[src/rtl/ti_sbox_seq_pkg.sv]
// Shared types and helpers for the threshold-implementation S-box sequencer.
// The optional share refresh is enabled with the TI_SBOX_SEQ_REFRESH_EN macro.
package ti_sbox_pkg;

    localparam int SHARE_W = 4;
    localparam int NSHARE  = 3;

    typedef enum logic [1:0] {
        IDLE = 2'd0,
        EVAL = 2'd1,
        DONE = 2'd2
    } state_t;

    // Share index (j + k) mod 3 for j, k in 0..2.
    function automatic logic [1:0] share_idx(input logic [1:0] j, input logic [1:0] k);
        logic [2:0] s;
        s = {1'b0, j} + {1'b0, k};
        if (s >= 3'd3) begin
            s = s - 3'd3;
        end
        return s[1:0];
    endfunction

endpackage

[src/rtl/ti_sbox_seq_share_mux.sv]
// Operand selector for the component-function bank. Output share j is fed
// only from the two other input shares (non-completeness); the operand is
// forced to zero whenever en_i is low so no share leaks onto the bank.
module ti_share_mux
    import ti_sbox_pkg::*;
(
    input  logic [NSHARE*SHARE_W-1:0] cur_i,
    input  logic [1:0]                j_i,
    input  logic                      en_i,
    output logic [2*SHARE_W-1:0]      sf_in_o
);

    function automatic logic [SHARE_W-1:0] pick(input logic [NSHARE*SHARE_W-1:0] v,
                                                 input logic [1:0] idx);
        case (idx)
            2'd0:    pick = v[3:0];
            2'd1:    pick = v[7:4];
            default: pick = v[11:8];
        endcase
    endfunction

    // High nibble is share j+1, low nibble is share j+2 (both mod 3).
    always_comb begin
        sf_in_o = '0;
        if (en_i) begin
            sf_in_o = {pick(cur_i, share_idx(j_i, 2'd1)), pick(cur_i, share_idx(j_i, 2'd2))};
        end
    end

endmodule

[src/rtl/ti_sbox_seq.sv]
// TI S-box sequencer: time-multiplexes one external 8-in/4-out function bank
// over 3 output shares x NSTAGE stages, registering every stage as a glitch
// barrier. Optional share refresh: define TI_SBOX_SEQ_REFRESH_EN.
//
// Handshakes: a transfer happens on a rising clk edge where valid and ready
// are both high; valid, once raised by the producer, is not required to be
// held, and ready never depends combinationally on valid.
module ti_sbox_seq
    import ti_sbox_pkg::*;
#(
    parameter int NSTAGE = 2,
    parameter int SW     = 4
) (
    input  logic            clk,
    input  logic            rst,
`ifdef TI_SBOX_SEQ_REFRESH_EN
    input  logic [7:0]      rnd,
    output logic            rnd_req,
`endif
    input  logic            in_valid,
    output logic            in_ready,
    input  logic [3*SW-1:0] in_shares,
    output logic            out_valid,
    input  logic            out_ready,
    output logic [3*SW-1:0] out_shares,
    output logic [1:0]      sf_stage,
    output logic [2*SW-1:0] sf_in,
    input  logic [SW-1:0]   sf_out,
    output logic            busy,
    output logic [1:0]      fsm_state_o
);

    localparam logic [1:0] LAST_STAGE = 2'(NSTAGE - 1);

    state_t          state_q, state_d;
    logic [1:0]      stage_q, stage_d;
    logic [1:0]      j_q, j_d;
    logic [3*SW-1:0] cur_q, cur_d;
    logic [SW-1:0]   nxt0_q, nxt0_d;
    logic [SW-1:0]   nxt1_q, nxt1_d;
    logic [SW-1:0]   w0, w1, w2;

    // Stage write value: refreshed with rnd when enabled, XOR of shares preserved.
`ifdef TI_SBOX_SEQ_REFRESH_EN
    assign w0      = nxt0_q ^ rnd[3:0];
    assign w1      = nxt1_q ^ rnd[7:4];
    assign w2      = sf_out ^ rnd[3:0] ^ rnd[7:4];
    assign rnd_req = (state_q == EVAL) && (j_q == 2'd2);
`else
    assign w0 = nxt0_q;
    assign w1 = nxt1_q;
    assign w2 = sf_out;
`endif

    // Next-state and datapath update for the IDLE/EVAL/DONE sequencer.
    always_comb begin
        state_d = state_q;
        stage_d = stage_q;
        j_d     = j_q;
        cur_d   = cur_q;
        nxt0_d  = nxt0_q;
        nxt1_d  = nxt1_q;
        case (state_q)
            IDLE: begin
                if (in_valid) begin
                    cur_d   = in_shares;
                    stage_d = 2'd0;
                    j_d     = 2'd0;
                    state_d = EVAL;
                end
            end
            EVAL: begin
                case (j_q)
                    2'd0: begin
                        nxt0_d = sf_out;
                        j_d    = 2'd1;
                    end
                    2'd1: begin
                        nxt1_d = sf_out;
                        j_d    = 2'd2;
                    end
                    default: begin
                        cur_d = {w2, w1, w0};
                        j_d   = 2'd0;
                        if (stage_q == LAST_STAGE) begin
                            state_d = DONE;
                        end else begin
                            stage_d = stage_q + 2'd1;
                        end
                    end
                endcase
            end
            DONE: begin
                if (out_ready) begin
                    state_d = IDLE;
                end
            end
            default: state_d = IDLE;
        endcase
    end

    // State and share registers; reset clears everything so no partial result survives.
    always_ff @(posedge clk or posedge rst) begin
        if (rst) begin
            state_q <= IDLE;
            stage_q <= 2'd0;
            j_q     <= 2'd0;
            cur_q   <= '0;
            nxt0_q  <= '0;
            nxt1_q  <= '0;
        end else begin
            state_q <= state_d;
            stage_q <= stage_d;
            j_q     <= j_d;
            cur_q   <= cur_d;
            nxt0_q  <= nxt0_d;
            nxt1_q  <= nxt1_d;
        end
    end

    ti_share_mux u_mux (
        .cur_i   (cur_q),
        .j_i     (j_q),
        .en_i    (state_q == EVAL),
        .sf_in_o (sf_in)
    );

    assign in_ready    = (state_q == IDLE);
    assign busy        = (state_q == EVAL);
    assign out_valid   = (state_q == DONE);
    assign out_shares  = (state_q == DONE) ? cur_q : '0;
    assign sf_stage    = (state_q == EVAL) ? stage_q : 2'd0;
    assign fsm_state_o = state_q;

endmodule

[config.mk]
export PLATFORM = sky130hd
export DESIGN_NAME = ti_sbox_seq
export DESIGN_NICKNAME = d
export VERILOG_FILES = /design/src/rtl/ti_sbox_seq_pkg.sv /design/src/rtl/ti_sbox_seq_share_mux.sv /design/src/rtl/ti_sbox_seq.sv
export SDC_FILE = /design/constraint.sdc
export NUM_CORES = 1
export LEC_CHECK = 0
export ABC_CLOCK_PERIOD_IN_PS = 2100
export CAP_MARGIN = 20
export CORE_UTILIZATION = 47
export CTS_CLUSTER_DIAMETER = 30
export DETAILED_ROUTE_END_ITERATION = 12
export MAX_ROUTING_LAYER = met4
export PLACE_DENSITY = 0.84
export SKIP_LAST_GASP = 1
export SYNTH_ARGS = -nofsm -noshare
export SYNTH_HDL_FRONTEND = slang
export SYNTH_SLANG_ARGS = --single-unit
[constraint.sdc]
create_clock -name clk -period 2.1 [get_ports clk]
set_clock_uncertainty 0.15 [all_clocks]
set_input_delay 0.42 -clock clk [delete_from_list [all_inputs] [get_ports clk]]
set_output_delay 0.42 -clock clk [all_outputs]
set_load 0.03 [all_outputs]
==> run metrics <==
Die Ht=59.57 um; Crit Path Max Fanout=6; sequential area share after synthesis=41.77%; post-route ant nets=0; CTS tree=built; largest net degree at the start of global routing=27; global-route wire length before repair=7093 um; Avg WL per Cell=22.31 um; RSZ-0062 raised after global routing=yes; Final setup viols=24; DIE WIDTH=59.57 um; Layout area overhead=67.87%; critical path data arrival time=1.90 ns; GRT overflow=0; core footprint=3103 sq um; clk slew on worst S/H paths=0.16 ns; share of cells above drive strength 1=63.26%; TritonCTS Buffers=3; element type at the critical path end=output port; IO Count=47; synth unique cells=29; Root Driver=clkbuf_4; hold crit path type=primary input to asynchronous set/reset pin; total number of H-tree levels=1; Die Footprint=3549 sq um; Tcrit/Tclk final=117.4%; via count=1,530; cell family with most CP delay=flip-flops; syn avg cell area=11.54 sq um; Setup CP Type=flop to output port; Rel. slew slack=62.58%; fin. max-slew vios=0; WL final=5778 um; final worst slack=-0.3659 ns; CP Cell Sequence=inv_1, ha_1, inv_4, a221oi_2, nor3_2, buf_4; row count=20; final hold violation count=0; hpwl dp=2819 um; global placer's final weighted congestion=0.9542; # DRC=0; # clock sinks=26; most frequent cells in the layout=buf_4 (37), dfrtp_1 (26), mux2_2 (19), clkdlybuf4s50_1 (19), buf_6 (18); initial drt markers=157; Tmin final=2.466 ns; Crit path required time=1.53 ns; CP bufs+invs=3; via count of the first global-routing pass=1,420; Total GRT Usage=28.27%; Initial Util=50.20%; post-route cell area=2615 sq um; worst-margin pin slew=0.5613 ns; most common library cell in the layout ignoring fill and taps=buf_4; CP max stage delay=0.40 ns; max cap viols=0; Synth Cell Area=1558 sq um; maximum clock frequency=0.4055 GHz; CP max-delay cell=dfrtp_1; Yosys reg bits=26; ant diodes=0; dpl cell area=2171 sq um; DRT Pass-1 Iters=4; fin nets=242; PortBufs=46; status=complete, but fails checks; Bufs on Longest Clock Path=2; synth warn=0; initial antenna violation count=0; DP Cell Count=239; failing checks=setup timing; Post-Syn Instances=135; post-DR vias/cell=5.907; Mapped Nets=161; hold_buf cts=0; Final Non-Filler Cells=259; CP startpoint kind=flop; Clock Latency Late Sink=0.33 ns
[sequential cells by signal, indices dropped and copies added, names as in the netlist]
| name | flops |
|---|---|
| nxt1_q | 4 |
| j_q | 2 |
| stage_q | 2 |
| fsm_state_o | 2 |
| nxt0_q | 4 |
| cur_q | 12 |
[kinds of logic (layout without fill, tap and decap cells)]
kind of cell               count (synthesis)  after routing  synth area share [%]
AOI/OAI and AO/OA                         15             16                 8.836
DFF                                       26             26                 41.77
adders and majority gates                  6              6                 4.819
buffers and inverters                     12             90                 4.096
and+or+nand+nor                           44             45                 15.42
muxes                                     32             32                 25.06
[through the flow]
| stage | worst slack (ns) | TNS, ns | util (%) | hold slack [ns] |
|---|---|---|---|---|
| floorplan | -0.03677 | -0.2942 | - | 0.3089 |
| global placement | -0.2193 | -0.8960 | 69.96 | 0.3181 |
| detailed placement | -0.2996 | -1.627 | 69.96 | 0.3306 |
| CTS | -0.2436 | -1.522 | 76.85 | 0.2972 |
| global route | -0.4806 | -4.073 | 84.27 | 0.3411 |
| finish | -0.3659 | -2.591 | 84.27 | 0.2777 |
[final cells by class]
type,instances,area [sq um]
multi-input combinational,99,1096
timing repair buffer,79,726.9
sequential,26,650.6
fill,158,488.0
tap,44,55.05
inverter,7,33.78
clock inverter,1,30.03
clock buffer,3,22.52
[Yosys cell counts]
| cell type | number | area, sq um |
|---|---|---|
| dfrtp_1 | 26 | 650.6 |
| a31oi_1 | 1 | 6.260 |
| inv_4 | 1 | 6.260 |
| o21bai_1 | 1 | 7.510 |
| nor3_1 | 8 | 40.04 |
| a211o_1 | 1 | 8.760 |
| buf_2 | 1 | 5.000 |
| nand2b_4 | 1 | 13.76 |
| o22a_1 | 1 | 8.760 |
| nand3_1 | 1 | 5.000 |
| mux2_2 | 23 | 259.0 |
| and2b_1 | 1 | 7.510 |
| nor2_1 | 8 | 30.03 |
| nor4b_1 | 1 | 8.760 |
| nor2b_1 | 4 | 25.02 |
| mux2_1 | 1 | 11.26 |
| nor4_1 | 1 | 6.260 |
| and2_1 | 13 | 81.33 |
| buf_1 | 1 | 3.750 |
| a22oi_4 | 1 | 21.27 |
| a22o_1 | 1 | 8.760 |
| inv_1 | 6 | 22.52 |
| mux2_4 | 8 | 120.1 |
| a221oi_1 | 8 | 70.07 |
| clkbuf_1 | 1 | 3.750 |
| ha_1 | 6 | 75.07 |
| nand2_1 | 6 | 22.52 |
| buf_6 | 2 | 22.52 |
| o22ai_1 | 1 | 6.260 |
[worst min-delay path: stages]
cell and delay [ns]:
clkdlybuf4s50_1 0.40, inv_1 0.05, buf_4 0.32
[metal layers]
metal	routed length [um]	GRT usage [%]	share of wire (%)
met5	0	-	0
met4	184	9.967	3.2
met3	369	3.712	6.4
met2	2861	47.67	50
met1	2362	34.78	41
[path summary, 6_finish.rpt]
check,slack [ns],cells after the start,from,endpoint
worst max-delay path,-0.37,6,j_q[0]$_DFFE_PP0P_,sf_in[4]
worst min-delay path,0.28,3,rst,cur_q[10]$_DFFE_PP0P_
worst max register to register,-0.03,9,j_q[1]$_DFFE_PP0P_,cur_q[0]$_DFFE_PP0P_
worst min register to register,0.36,1,stage_q[1]$_DFFE_PP0P_,stage_q[1]$_DFFE_PP0P_
max in group asynchronous,1.26,3,rst,fsm_state_o[1]$_DFFE_PP0P_
min in group clk,0.36,1,stage_q[1]$_DFFE_PP0P_,stage_q[1]$_DFFE_PP0P_
[what timing repair did]
item	in CTS	in global routing
buffers inserted	4	11
pin swaps	9	8
resized for setup	51	46
endpoints found under the setup margin	37	29
gates cloned	2	0
hold endpoints to repair	0	0
Power is left out: the tool's default activity adds up to more than one toggle a clock period on the data nets, which glitch-free logic cannot reach.
